**src/rtl/imm_packer_pkg.sv**
```systemverilog
// imm_packer_pkg: constants shared by the program-load packer and the
// decode-side immediate generator.
//   IMM_*    immediate-format select encoding (same on both sides)
//   ST_*     packer session state encoding
package imm_packer_pkg;

   localparam logic [1:0] IMM_I = 2'b00;
   localparam logic [1:0] IMM_S = 2'b01;
   localparam logic [1:0] IMM_B = 2'b10;
   localparam logic [1:0] IMM_J = 2'b11;

   localparam logic [1:0] ST_IDLE = 2'b00;
   localparam logic [1:0] ST_LOAD = 2'b01;
   localparam logic [1:0] ST_DONE = 2'b10;

endpackage

```
**src/rtl/imm_packer_encoder.sv**
```systemverilog
// imm_encoder: combinational inverse of the immediate generator.
// Scatters imm_value into the field positions of the selected format and
// keeps every other bit of base_instr.
//   base_instr  in  32  instruction with non-immediate fields set
//   imm_src     in  2   format select (IMM_I/S/B/J)
//   imm_value   in  32  signed byte immediate
//   instr       out 32  packed instruction
//   ok          out 1   immediate is representable in the selected format
module imm_encoder
   import imm_packer_pkg::*;
(
   input  logic [31:0] base_instr,
   input  logic [1:0]  imm_src,
   input  logic [31:0] imm_value,
   output logic [31:0] instr,
   output logic        ok
);

   // Sign-extension checks: the upper bits must all replicate the top
   // encodable bit.
   logic fits_12;
   logic fits_13;
   logic fits_21;

   assign fits_12 = (&imm_value[31:11]) | ~(|imm_value[31:11]);
   assign fits_13 = (&imm_value[31:12]) | ~(|imm_value[31:12]);
   assign fits_21 = (&imm_value[31:20]) | ~(|imm_value[31:20]);

   always_comb begin
      instr = base_instr;
      ok    = 1'b0;
      case (imm_src)
         IMM_I: begin
            instr[31:20] = imm_value[11:0];
            ok           = fits_12;
         end
         IMM_S: begin
            instr[31:25] = imm_value[11:5];
            instr[11:7]  = imm_value[4:0];
            ok           = fits_12;
         end
         IMM_B: begin
            instr[31]    = imm_value[12];
            instr[7]     = imm_value[11];
            instr[30:25] = imm_value[10:5];
            instr[11:8]  = imm_value[4:1];
            ok           = fits_13 & ~imm_value[0];
         end
         default: begin
            instr[31]    = imm_value[20];
            instr[19:12] = imm_value[19:12];
            instr[20]    = imm_value[11];
            instr[30:21] = imm_value[10:1];
            ok           = fits_21 & ~imm_value[0];
         end
      endcase
   end

endmodule

```
**src/rtl/imm_packer.sv**
```systemverilog
// imm_packer: packs immediates into base instructions and streams the
// results into instruction memory at consecutive word addresses.
//   clk, rst_n                clock, async active-low reset
//   start, finish             open/restart and close a load session
//   in_valid, in_ready        input handshake
//   imm_src, imm_value        immediate format and value
//   base_instr                instruction with non-immediate fields set
//   imem_we/addr/wdata        registered instruction-memory write port
//   busy, done                session open / session closed (sticky)
//   range_err, err_index      sticky reject flag, index of first reject
//   word_count                words written this session
//
// state   | meaning
// IDLE    | out of reset, no session yet
// LOAD    | session open, accepting words
// DONE    | session closed by finish or DEPTH writes, waiting for start
module imm_packer
   import imm_packer_pkg::*;
#(
   parameter int                ADDR_W    = 32,
   parameter logic [ADDR_W-1:0] BASE_ADDR = '0,
   parameter int                DEPTH     = 64,
   localparam int               CNT_W     = $clog2(DEPTH + 1)
) (
   input  logic              clk,
   input  logic              rst_n,
   input  logic              start,
   input  logic              finish,
   input  logic              in_valid,
   output logic              in_ready,
   input  logic [1:0]        imm_src,
   input  logic [31:0]       imm_value,
   input  logic [31:0]       base_instr,
   output logic              imem_we,
   output logic [ADDR_W-1:0] imem_addr,
   output logic [31:0]       imem_wdata,
   output logic              busy,
   output logic              done,
   output logic              range_err,
   output logic [CNT_W-1:0]  err_index,
   output logic [CNT_W-1:0]  word_count
);

   localparam logic [CNT_W-1:0] CNT_DEPTH = CNT_W'(DEPTH);
   localparam logic [CNT_W-1:0] CNT_LAST  = CNT_W'(DEPTH - 1);

   logic [1:0]        state;
   logic [ADDR_W-1:0] ptr;
   logic [CNT_W-1:0]  in_idx;
   logic [31:0]       enc_word;
   logic              enc_ok;
   logic              accept;

   imm_encoder u_imm_encoder (
      .base_instr (base_instr),
      .imm_src    (imm_src),
      .imm_value  (imm_value),
      .instr      (enc_word),
      .ok         (enc_ok)
   );

   assign busy     = (state == ST_LOAD);
   assign in_ready = busy && (word_count < CNT_DEPTH) && !finish;
   assign accept   = in_valid && in_ready;

   always_ff @(posedge clk or negedge rst_n) begin
      if (!rst_n) begin
         state      <= ST_IDLE;
         ptr        <= BASE_ADDR;
         word_count <= '0;
         in_idx     <= '0;
         range_err  <= 1'b0;
         err_index  <= '0;
         done       <= 1'b0;
         imem_we    <= 1'b0;
         imem_addr  <= BASE_ADDR;
         imem_wdata <= '0;
      end else begin
         imem_we <= 1'b0;
         // start overrides everything, including an accept this cycle;
         // a write registered on the previous edge is already on the port.
         if (start) begin
            state      <= ST_LOAD;
            ptr        <= BASE_ADDR;
            word_count <= '0;
            in_idx     <= '0;
            range_err  <= 1'b0;
            err_index  <= '0;
            done       <= 1'b0;
         end else if (state == ST_LOAD) begin
            if (accept) begin
               in_idx <= in_idx + CNT_W'(1);
               if (enc_ok) begin
                  imem_we    <= 1'b1;
                  imem_addr  <= ptr;
                  imem_wdata <= enc_word;
                  ptr        <= ptr + ADDR_W'(4);
                  word_count <= word_count + CNT_W'(1);
                  if (word_count == CNT_LAST) begin
                     state <= ST_DONE;
                     done  <= 1'b1;
                  end
               end else begin
                  range_err <= 1'b1;
                  if (!range_err) begin
                     err_index <= in_idx;
                  end
               end
            end
            // finish masks in_ready, so it never coincides with an accept
            if (finish) begin
               state <= ST_DONE;
               done  <= 1'b1;
            end
         end
      end
   end

endmodule

```
**config.mk**
```make
export PLATFORM = sky130hd
export DESIGN_NAME = imm_packer
export DESIGN_NICKNAME = d
export VERILOG_FILES = /design/src/rtl/imm_packer_pkg.sv /design/src/rtl/imm_packer_encoder.sv /design/src/rtl/imm_packer.sv
export SDC_FILE = /design/constraint.sdc
export NUM_CORES = 1
export LEC_CHECK = 0
export ABC_AREA = 0
export CAP_MARGIN = 10
export CORE_MARGIN = 1
export CORE_UTILIZATION = 42
export CTS_CLUSTER_SIZE = 25
export DETAILED_ROUTE_END_ITERATION = 10
export PLACE_DENSITY = 0.79
export SLEW_MARGIN = 25
export SYNTH_ARGS = -nofsm -noshare
export SYNTH_HDL_FRONTEND = slang
export SYNTH_SLANG_ARGS = --single-unit
```
**constraint.sdc**
```tcl
create_clock -name clk -period 3.9 [get_ports clk]
set_clock_uncertainty 0.15 [all_clocks]
set_input_delay 0.78 -clock clk [delete_from_list [all_inputs] [get_ports clk]]
set_output_delay 0.78 -clock clk [all_outputs]
set_load 0.1 [all_outputs]
```
==> flow_summary_export.csv <==
group,metric,value,unit
synth,synth_common_cells,"dfrtp_1, nor2_1, nand2_1, mux2_2, o21ai_0",
global_routing,grtUsageMet2,34.5,%
global_routing,grt.overflow.total,0,
critical_path,cp_num_buf_inv,2,
hold_path,hp-class,"in2async",
sta,timing.fmax,282,MHz
synth,syn_avg_cell_area,10.7,µm²
critical_path,worstPathRequired,4.05,ns
clock_tree,cts-root-buf,"clkbuf_16",
synth,synth_warnings,0,
global_routing,grt_pass1_vias,4500,
clock_tree,clock_sinks,117,
synth,synthCells,513,
synth,synth_top_area_cell,"dfrtp_1",
synth,yosysTopAreaCellShare,53.1,%
finish,antenna_cells,0,
synth,synth-async-reset-ratio,100,%
floorplanning,dieWidth,117,µm
sta,period_minus_slack,3.55,ns
power_and_ir_drop,power,3.13,mW
critical_path,endpoint_kind,"flop",
sta,period_share,91.0,%
critical_path,cp_max_fo,10,
clock_tree,insertion_delay,0.41,ns
global_routing,grt_max_degree,69,
floorplanning,initial_core_util,43.3,%
synth,synth.distinct_cells,42,
synth,synth_flop_cell,"dfrtp_1",
clock_tree,clkTransAtPathRegs,0.05,ns
floorplanning,die_h,117,µm
detailed_routing,wl,13900,µm
placed_design,place_hpwl,9820,µm
placed_design,placed_cells,819,
detailed_routing,vias,4500,
job,maxCapViolCount,0,
finish,drive_gt1_share,15.5,%
synth,synth.most_common_cell,"dfrtp_1",
detailed_routing,wl_per_cell,16.3,µm
critical_path,critPathMaxStageDelay,0.56,ns
sta,hold_violations,0,
synth,ys_top_cells_by_area,"dfrtp_1, mux2_2, xnor2_1, nor2_1, nand2_1",
critical_path,crit_family,"simple AND/OR/NAND/NOR gates",
finish,final_cells,850,
floorplanning,die-area,13600,µm²
synth,ys_seq_area_share,53.1,%
sta,rsz0062_at_grt,"false",
sta,fin_setup_tns,0,ns
finish,syn2layout_area_growth,42.9,%
clock_tree,postCtsHoldBufs,0,
detailed_routing,dr.pass1.iters,4,
detailed_routing,drc,0,
status,status,"complete, no violations",
power_and_ir_drop,vdd_drop_max,0.000281,V
sta,finalSetupViolCount,0,
placed_design,finalWeightedCongestion,0.827,
sta,slew_headroom,32.7,%
sta,tightestPinTransition,1.01,ns
clock_tree,cts_resized,0,
detailed_routing,ant_nets,0,
clock_tree,h-tree-depth,4,
critical_path,critPathSlowestCell,"or4b_1",
finish,fin_area,7880,µm²
global_routing,grt_antenna_before_repair,0,
synth,ys_ff_latch,117,
placed_design,io_buffers,144,
global_routing,grt_busiest_layer,"met2",
clock_tree,cts_setup_buffers,0,
critical_path,critPathKind,"in2reg",
global_routing,grt_pass1_wl,22200,µm
floorplanning,ioPinCount,154,
detailed_routing,viasPerCell,5.29,
synth,synth_edf_count,0,
floorplanning,core-area,12700,µm²
clock_tree,numCtsBuffers,17,
detailed_routing,drt_iter0_drc,237,
power_and_ir_drop,leakage,3.33,nW
critical_path,crit_chain,"clkdlybuf4s50_1 -> inv_1 -> ha_1 -> or4b_1 -> a211oi_2 -> a32oi_2 -> a211oi_1 -> nor4b_1 -> mux2_2",
sta,drv_slew,0,
critical_path,start_kind,"input pin",
finish,nets,744,
clock_tree,cts.path.max_buffers,2,
clock_tree,cts_tree,"done",
power_and_ir_drop,power_density,397,nW/µm²
synth,syn_area,5510,µm²
global_routing,grt.total_usage,21.5,%
global_routing,met1_usage,27.3,%
placed_design,place_area,7240,µm²
sta,worst_hold_slack,0.311,ns
global_routing,use_met3,6.69,%
critical_path,cp.arrival,3.70,ns
floorplanning,rows,41,
worst paths after layout:
| path | from | end | slack, ns | cells after the start |
|---|---|---|---|---|
| max in group asynchronous | rst_n | imem_addr[31] | 2.52 | 2 |
| hold reg to reg | imem_wdata[17] | imem_wdata[17] | 0.33 | 2 |
| min in group clk | imem_wdata[17] | imem_wdata[17] | 0.33 | 2 |
| hold / removal | rst_n | imem_wdata[10] | 0.31 | 1 |
| setup / recovery | imm_src[1] | ptr[31] | 0.35 | 9 |
| setup reg to reg | done | ptr[31] | 1.39 | 6 |
stage by stage:
step	util (%)	worst slack (ns)
final	61.9	0.349
after global routing	61.9	0.251
after CTS	61.9	0.361
after detailed placement	56.9	-0.0655
after global placement	56.9	0.0429
after floorplan	-	0.166
routing by layer:
| layer | vias to the layer above | wire, µm |
|---|---|---|
| li1 | 2137 | - |
| met1 | 2170 | 5970 |
| met2 | 167 | 6560 |
| met3 | 26 | 1090 |
| met4 | 0 | 233 |
| met5 | - | 0 |
power breakdown:
part,internal [mW],total (mW),switching [mW]
Sequential,1.22,1.22,0.00521
Combinational,0.0936,0.220,0.127
Clock,1.15,1.68,0.533
registers in the layout, indices dropped and copies added, names as in the netlist, 7 cells and up:
signal	count
in_idx	7
imem_addr	30
ptr	30
imem_wdata	32
err_index	7
word_count	7
layout make-up:
class	instances	area, µm²
Fill cell	1050	4840
Clock buffer	23	498
Sequential cell	117	2930
Clock inverter	8	145
Timing Repair Buffer	161	1580
Tap cell	172	215
Multi-Input combinational cell	356	2460
Inverter	13	48.8
kinds of logic (layout without fill, tap and decap cells):
group,Yosys count,count (layout),synth area share [%]
buf+inv,41,205,3.00
fa+ha+maj,7,7,1.59
flops,117,117,53.1
simple gates,162,162,14.1
compound gates,96,96,11.9
other cells,1,2,0.0680
xor+xnor,35,35,5.56
mux,54,54,10.7
cell usage in the layout, fill, tap and decap left out, types with 3 or more instances in the layout:
master           instances
dfrtp_1                117
nand2_1                 45
a2111oi_2                6
nor2b_1                  8
buf_4                   18
nand4_1                 15
mux2i_1                 15
a21oi_1                 18
clkbuf_8                 5
nor2_1                  52
clkbuf_16               17
or4_1                    3
a2111oi_0                7
clkdlybuf4s50_1        140
xnor2_1                 29
or3_1                    4
nand3_1                 13
nor3_1                   3
inv_1                   13
ha_1                     7
xor2_1                   6
o21ai_0                 33
nor4_1                   5
mux2_2                  39
and4_1                   3
bufinv_16                4
and3_1                   3
o2111ai_1                3
a22oi_1                  6
a211oi_1                14
Note: power is estimated with default switching activity, not from simulation.
